### src/rtl/imm_decode_stage.sv
// Immediate-decode stage: decodes RV32I/RV64I immediates from raw instruction
// words and queues {imm, fmt, illegal} results in a 2-entry output FIFO.
// A saturating counter tracks accepted illegal words.
module imm_decode_stage #(
    parameter int unsigned XLEN  = 32,
    parameter int unsigned CNT_W = 8
) (
    input  logic             clk,
    input  logic             rst,
    input  logic             in_valid,
    output logic             in_ready,
    input  logic [31:0]      in_instr,
    output logic             out_valid,
    input  logic             out_ready,
    output logic [XLEN-1:0]  out_imm,
    output logic [2:0]       out_fmt,
    output logic             out_illegal,
    input  logic             flush,
    input  logic             ill_clr,
    output logic [CNT_W-1:0] ill_count
);

    localparam logic [2:0] FmtR   = 3'd0;
    localparam logic [2:0] FmtI   = 3'd1;
    localparam logic [2:0] FmtS   = 3'd2;
    localparam logic [2:0] FmtB   = 3'd3;
    localparam logic [2:0] FmtU   = 3'd4;
    localparam logic [2:0] FmtJ   = 3'd5;
    localparam logic [2:0] FmtZ   = 3'd6;
    localparam logic [2:0] FmtIll = 3'd7;

    localparam logic [6:0] OpImm    = 7'b0010011;
    localparam logic [6:0] OpLoad   = 7'b0000011;
    localparam logic [6:0] OpJalr   = 7'b1100111;
    localparam logic [6:0] OpSystem = 7'b1110011;
    localparam logic [6:0] OpStore  = 7'b0100011;
    localparam logic [6:0] OpBranch = 7'b1100011;
    localparam logic [6:0] OpJal    = 7'b1101111;
    localparam logic [6:0] OpLui    = 7'b0110111;
    localparam logic [6:0] OpAuipc  = 7'b0010111;
    localparam logic [6:0] OpOp     = 7'b0110011;

    // Slot 0 is always the head; slot 1 only holds the second entry.
    logic [XLEN-1:0]  r_imm0, r_imm1;
    logic [2:0]       r_fmt0, r_fmt1;
    logic             r_ill0, r_ill1;
    logic [1:0]       r_count;
    logic [CNT_W-1:0] r_ill_cnt;

    logic [XLEN-1:0]  w_imm;
    logic [2:0]       w_fmt;
    logic             w_ill;
    logic             w_push;
    logic             w_pop;
    logic             w_unused_funct3;

    assign w_unused_funct3 = ^in_instr[13:12];

    assign in_ready  = !flush && (r_count < 2'd2);
    assign out_valid = (r_count != 2'd0);
    assign w_push    = in_valid && in_ready;
    // A pop coinciding with flush is void; the flush empties the buffer anyway.
    assign w_pop     = out_valid && out_ready && !flush;

    assign out_imm     = r_imm0;
    assign out_fmt     = r_fmt0;
    assign out_illegal = r_ill0;
    assign ill_count   = r_ill_cnt;

    // Decode the incoming word's immediate and format.
    always_comb begin
        w_imm = '0;
        w_fmt = FmtIll;
        if (in_instr[1:0] == 2'b11) begin
            case (in_instr[6:0])
                OpImm, OpLoad, OpJalr: begin
                    w_fmt = FmtI;
                    w_imm = XLEN'($signed(in_instr[31:20]));
                end
                OpSystem: begin
                    if (in_instr[14]) begin
                        w_fmt = FmtZ;
                        w_imm = XLEN'(in_instr[19:15]);
                    end else begin
                        w_fmt = FmtI;
                        w_imm = XLEN'($signed(in_instr[31:20]));
                    end
                end
                OpStore: begin
                    w_fmt = FmtS;
                    w_imm = XLEN'($signed({in_instr[31:25], in_instr[11:7]}));
                end
                OpBranch: begin
                    w_fmt = FmtB;
                    w_imm = XLEN'($signed({in_instr[31], in_instr[7], in_instr[30:25],
                                           in_instr[11:8], 1'b0}));
                end
                OpJal: begin
                    w_fmt = FmtJ;
                    w_imm = XLEN'($signed({in_instr[31], in_instr[19:12], in_instr[20],
                                           in_instr[30:21], 1'b0}));
                end
                OpLui, OpAuipc: begin
                    w_fmt = FmtU;
                    w_imm = XLEN'($signed({in_instr[31:12], 12'b0}));
                end
                OpOp: begin
                    w_fmt = FmtR;
                    w_imm = '0;
                end
                default: begin
                    w_fmt = FmtIll;
                    w_imm = '0;
                end
            endcase
        end
    end

    assign w_ill = (w_fmt == FmtIll);

    // Output FIFO: occupancy and entry storage; stale head data is kept when empty.
    always_ff @(posedge clk or posedge rst) begin
        if (rst) begin
            r_count <= 2'd0;
            r_imm0  <= '0;
            r_fmt0  <= 3'd0;
            r_ill0  <= 1'b0;
            r_imm1  <= '0;
            r_fmt1  <= 3'd0;
            r_ill1  <= 1'b0;
        end else if (flush) begin
            r_count <= 2'd0;
        end else begin
            case (r_count)
                2'd0: begin
                    if (w_push) begin
                        r_imm0  <= w_imm;
                        r_fmt0  <= w_fmt;
                        r_ill0  <= w_ill;
                        r_count <= 2'd1;
                    end
                end
                2'd1: begin
                    if (w_push && w_pop) begin
                        r_imm0 <= w_imm;
                        r_fmt0 <= w_fmt;
                        r_ill0 <= w_ill;
                    end else if (w_push) begin
                        r_imm1  <= w_imm;
                        r_fmt1  <= w_fmt;
                        r_ill1  <= w_ill;
                        r_count <= 2'd2;
                    end else if (w_pop) begin
                        r_count <= 2'd0;
                    end
                end
                default: begin
                    // Full: in_ready is low, so only a pop can happen.
                    if (w_pop) begin
                        r_imm0  <= r_imm1;
                        r_fmt0  <= r_fmt1;
                        r_ill0  <= r_ill1;
                        r_count <= 2'd1;
                    end
                end
            endcase
        end
    end

    // Saturating illegal-word counter; clear wins over increment.
    always_ff @(posedge clk or posedge rst) begin
        if (rst) begin
            r_ill_cnt <= '0;
        end else if (ill_clr) begin
            r_ill_cnt <= '0;
        end else if (w_push && w_ill && (r_ill_cnt != {CNT_W{1'b1}})) begin
            r_ill_cnt <= r_ill_cnt + 1'b1;
        end
    end

endmodule

### config.mk
export PLATFORM = sky130hd
export DESIGN_NAME = imm_decode_stage
export DESIGN_NICKNAME = d
export VERILOG_FILES = /design/src/rtl/imm_decode_stage.sv
export SDC_FILE = /design/constraint.sdc
export NUM_CORES = 1
export LEC_CHECK = 0
export ABC_AREA = 1
export CAP_MARGIN = 0
export CORE_UTILIZATION = 40
export CTS_CLUSTER_SIZE = 10
export DETAILED_ROUTE_END_ITERATION = 16
export PLACE_DENSITY_LB_ADDON = 0.2
export RECOVER_POWER = 50
export SYNTH_ARGS = -nofsm -noshare
export SYNTH_HDL_FRONTEND = slang
export SYNTH_SLANG_ARGS = --single-unit
### constraint.sdc
create_clock -name clk -period 4.3 [get_ports clk]
set_input_delay 0.86 -clock clk [delete_from_list [all_inputs] [get_ports clk]]
set_output_delay 0.86 -clock clk [all_outputs]
set_load 0.02 [all_outputs]
==> Word-level counts from Yosys, hierarchy flattened <==
Cells that the tools add are included.
{ "totals": {"regBits": 82, "input_bits": 38, "output_inout_bits": 46, "elab_cells": 76} }
{ "op_classes": {"n_addsub": 1, "magnitude_cmp": 1, "eq_ne": 19, "n_mux": 27, "n_bitwise": 2, "n_reduce_logical": 18} }
{ "ops": {"columns": ["operator", "n"], "rows": [
  ["one-hot mux 32 bit (6 select lines)", 1],
  ["2-to-1 mux 32 bit", 5],
  ["one-hot mux 32 bit (2 select lines)", 1],
  ["equality test 7 bit (second input constant)", 4],
  ["equality test 7 x 6 -> 1 bit (second input constant)", 3],
  ["one-hot mux 3 bit (7 select lines)", 1],
  ["2-to-1 mux 8 bit", 2],
  ["2-to-1 mux 3 bit", 5],
  ["equality test 7 x 5 -> 1 bit (second input constant)", 2],
  ["2-to-1 mux 2 bit", 6],
  ["AND reduction 4 bit", 3],
  ["adder 8 x 1 -> 8 bit (second input constant)", 1],
  ["!= test 8 bit (second input constant)", 1],
  ["equality test 7 x 2 -> 1 bit (second input constant)", 1],
  ["logical AND 1 bit", 7],
  ["!= test 3 bit (second input constant)", 2],
  ["one-hot mux 3 bit (2 select lines)", 1],
  ["!= test 2 bit (second input constant)", 2],
  ["!= test 4 bit (second input constant)", 1],
  ["one-hot mux 2 bit (2 select lines)", 1],
  ["nonzero test 2 bit", 2],
  ["nonzero test 4 bit", 1],
  ["equality test 3 bit (second input constant)", 1],
  ["2-to-1 mux 1 bit", 3],
  ["other kinds (10)", 11]
]} }

==> Logic depth before layout (Yosys ltp) <==
{ "depth": {"depth_word": 9, "mapped_depth": 11, "depth_no_buf": 11} }

==> Least setup slack after synthesis <==
No wires, ideal clock.
{ "synth_timing": {"path_kind": "input port to flip-flop", "from": "input port in_instr[1]", "to": "register r_ill_cnt[1], in the netlist ill_count[1]", "setup_time_ns": 0.117, "arrival_time_ns": 1.817, "t_required_ns": 4.183, "path_slack_ns": 2.366, "path_stages": 10, "path_buffers": 1, "path_cell_list": "nand2_2 > inv_1 > nand2_1 > nor2_1 > nor2_2 > nand3_2 > nand2_2 > buf_6 > nand3_1 > nand2_1"} }
{ "synth_between": {"elab_chain_len": 8, "word_cells_on_any_way": 19, "cone_classes": "eq/ne (12); mux (2); reduce/logical (5)"} }
{ "synth_lines": {"columns": ["item", "line", "source"], "rows": [
  ["start, declared", "12", "input logic [31:0] in_instr,"],
  ["equality test 7 x 5 -> 1 bit, or another cell as far along", "75", "case (in_instr[6:0])"],
  ["OR reduction 3 bit / OR reduction 2 bit (equally long branches)", "75", null],
  ["one-hot mux 3 bit (7 select lines)", "75", null],
  ["2-to-1 mux 3 bit (*)", "74", "if (in_instr[1:0] == 2'b11) begin"],
  ["equality test 3 bit (*)", "119", "assign w_ill = (w_fmt == FmtIll);"],
  ["logical AND 1 bit (*) (2 in series)", "176", "end else if (w_push && w_ill && (r_ill_cnt != {CNT_W{1'b1}})) begin"],
  ["nonzero test 2 bit (no source line) (*)", null, null],
  ["end signal, assigned", "177", "r_ill_cnt <= r_ill_cnt + 1'b1;"],
  ["end, declared", "48", "logic [CNT_W-1:0] r_ill_cnt;"]
]} }
Every way passes the cells marked *; elsewhere a longest branch is shown, timed or not.
A chain may end at the register's enable or synchronous reset.

==> impl_metrics.ini <==
[status]
status = complete, but fails checks
failed_checks = capacitance limit, slew limit

[power_and_ir_drop]
p_int_uw = 1760
p_per_area_mw_per_mm2 = 507
seqPwrFrac_pct = 43.3
p_leak_uw = 0.00265
pwr-share-clk_pct = 19.3
p_switching_uw = 1050
peakVddDrop_mv = 0.266
power.share.switching_pct = 37.5
pwr-share-comb_pct = 37.4

[clock_tree]
insertion_delay_ps = 370
postCtsSetupBuffers = 0
clk_pin_slew_worst_paths_ps = 90
cts_root_buffer = clkbuf_8
ctsHoldBuffers = 0
htree_num_levels = 3
cts_tree = built
clockBufferDepth = 2
cts_made_buffers = 9
cts_resized = 0
numClockSinks = 82

[grt]
grt_pass1_vias = 3923
grt_usage_pct = 22.8
grt_max_degree = 48
antenna_found_initial = 0
grt_pass1_wl_mm = 20.2
overflow = 0

[die]
die_x_um = 108
io_pins = 84
die_h_um = 108
core-area_mm2 = 0.0109
rows = 38
die_area_mm2 = 0.0117
start_util_pct = 41.2

[synth]
synth_area_mm2 = 0.00449
synth.top_cell.area_share_pct = 45.7
ys_types = 30
synthTopCellsByArea = dfrtp_1 (46%), nand2_1 (13%), a21oi_1 (8.4%)
async_reset_ff_share_pct = 100
ys_seq_area_share_pct = 45.7
synth_enable_flop_cells = 0
synth.avg_cell_area_um2 = 7.57
yosysTopAreaCell = dfrtp_1
syn_inst = 593
ys.flop_type = dfrtp_1
syn-num-nets = 632
synth_warnings = 0
yosys_register_bits = 82

[timing]
finalHoldViolCount = 0
drv_slew = 37
relSlewSlack_pct = -7.00
max_freq_ghz = 0.316
setup_slack_ps = 1140
min_period_ps = 3160
tns_ps = 0
rsz0062_at_grt = false
fin_crit_sh_pct = 73.5
finalClockSkew_ps = 7.76
setup_viol = 0
tightest_slew_ps = 1600

[placed_design]
hpwl_mm = 8.51
pre_cts_ws_ps = 952
postPlaceCellArea_mm2 = 0.00538
portBuffers = 83
place.gp.congestion = 0.869

[critical_path]
critPathRequiredTime_ps = 4580
path_max_fanout = 47
cp-startpoint = rst
critical_path_class = input pin to async pin
arrival_ps = 3440
worst_setup_path_start_kind = input pin
critPathCaptureType = async pin
timing.rr.start = r_count[1]$_DFFE_PP0P_

[detailed_routing]
routed_via_density = 5.28
drtAntennaViolNets = 0
drc = 0
drt_iter0_markers = 253
drtPass1Iterations = 4
wl_per_cell_um = 15.6
via_count = 4244
drt-total-wl_mm = 12.5

[min_path]
hp-start = out_imm[4]$_DFFE_PP0P_
worst_hold_path_type = flip-flop to flip-flop

[final_layout]
layout_commonest_cell = nand2_1
final_cell_mix = nand2_1 (150), nor2_1 (85), dfrtp_1 (82), a21oi_1 (75), clkdlybuf4s50_1 (60)
fin_nets = 698
fin_area_mm2 = 0.00555
diodes = 0
area_delta_synth_final_pct = 23.5
drive_gt1_share_pct = 8.58

[run]
maxCapViolCount = 1
==> power groups by stage <==
stage	combinational (uW)	clock, uW	sequential [uW]
4_1_cts	1100	553	1220
3_3_place_gp	1080	0	1230
6_report	1050	542	1220
3_5_place_dp	1090	0	1240
2_1_floorplan	413	0	1420
5_1_grt	1150	593	1250
==> synthesized netlist by cell type (all sizes together), types with 2 or more instances <==
master  number
a21oi       75
a31oi       23
buf         23
clkbuf      11
dfrtp       82
inv         30
nand2      161
nand3       52
nand4        8
nor2        93
nor3         7
nor4         2
o21ai       20
==> flip-flops by register name (all words and copies together) (netlist names) <==
signal	cells
r_ill1	1
r_count	2
ill_count	8
out_illegal	1
out_fmt	3
r_fmt1	3
out_imm	32
r_imm1	32
==> cell families after synthesis <==
logic type / after synthesis / synth area share, %
fa+ha+maj: 1 / 0.279
simple gates: 325 / 32.6
xor+xnor: 2 / 0.390
buf+inv: 64 / 6.77
compound gates: 119 / 14.3
flops: 82 / 45.7
==> layer usage <==
layer,GRT usage [%],vias up,part of all wire [%]
met5,0,-,0
met4,7.34,0,1.7
met3,5.12,16,5.3
met2,33.4,135,43
met1,33.2,1999,50
li1,-,2094,-
==> final cells by class <==
cell class,count,area (um2)
clock buffers,10,138
clock inverters,6,47.5
fillers,1068,5340
inverters,30,114
multi-input cells,447,2130
flip-flops and latches,82,2050
well taps,140,175
repair buffers,89,886
==> through the flow <==
step | hold WS [ps] | power [uW] | std cells | utilization [%]
6_report | 481 | 2810 | 804 | 50.9
5_1_grt | 500 | 3000 | 804 | 50.9
4_1_cts | 487 | 2880 | 804 | 51.1
3_5_place_dp | 468 | 2330 | 788 | 49.4
3_3_place_gp | 463 | 2320 | 788 | 49.4
2_1_floorplan | 449 | 1830 | 593 | -
==> worst max-delay path, stage by stage <==
cell	delay (ps)
dlygate4sd3_1	550
clkinvlp_2	920
clkbuf_2	1090
==> worst paths after layout <==
path	to	slack, ps	depth (start not counted)
worst max register to register	r_imm1[4]$_DFFE_PP0P_	1540	8
min in group asynchronous	out_imm[25]$_DFFE_PP0P_	1310	2
worst min register to register	out_imm[4]$_DFFE_PP0P_	480	2
worst min-delay path	out_imm[4]$_DFFE_PP0P_	480	2
worst max-delay path	r_fmt1[0]$_DFFE_PP0P_	1140	3
max in group clk	out_valid	1240	3
Note: power is estimated with default switching activity, not from simulation.
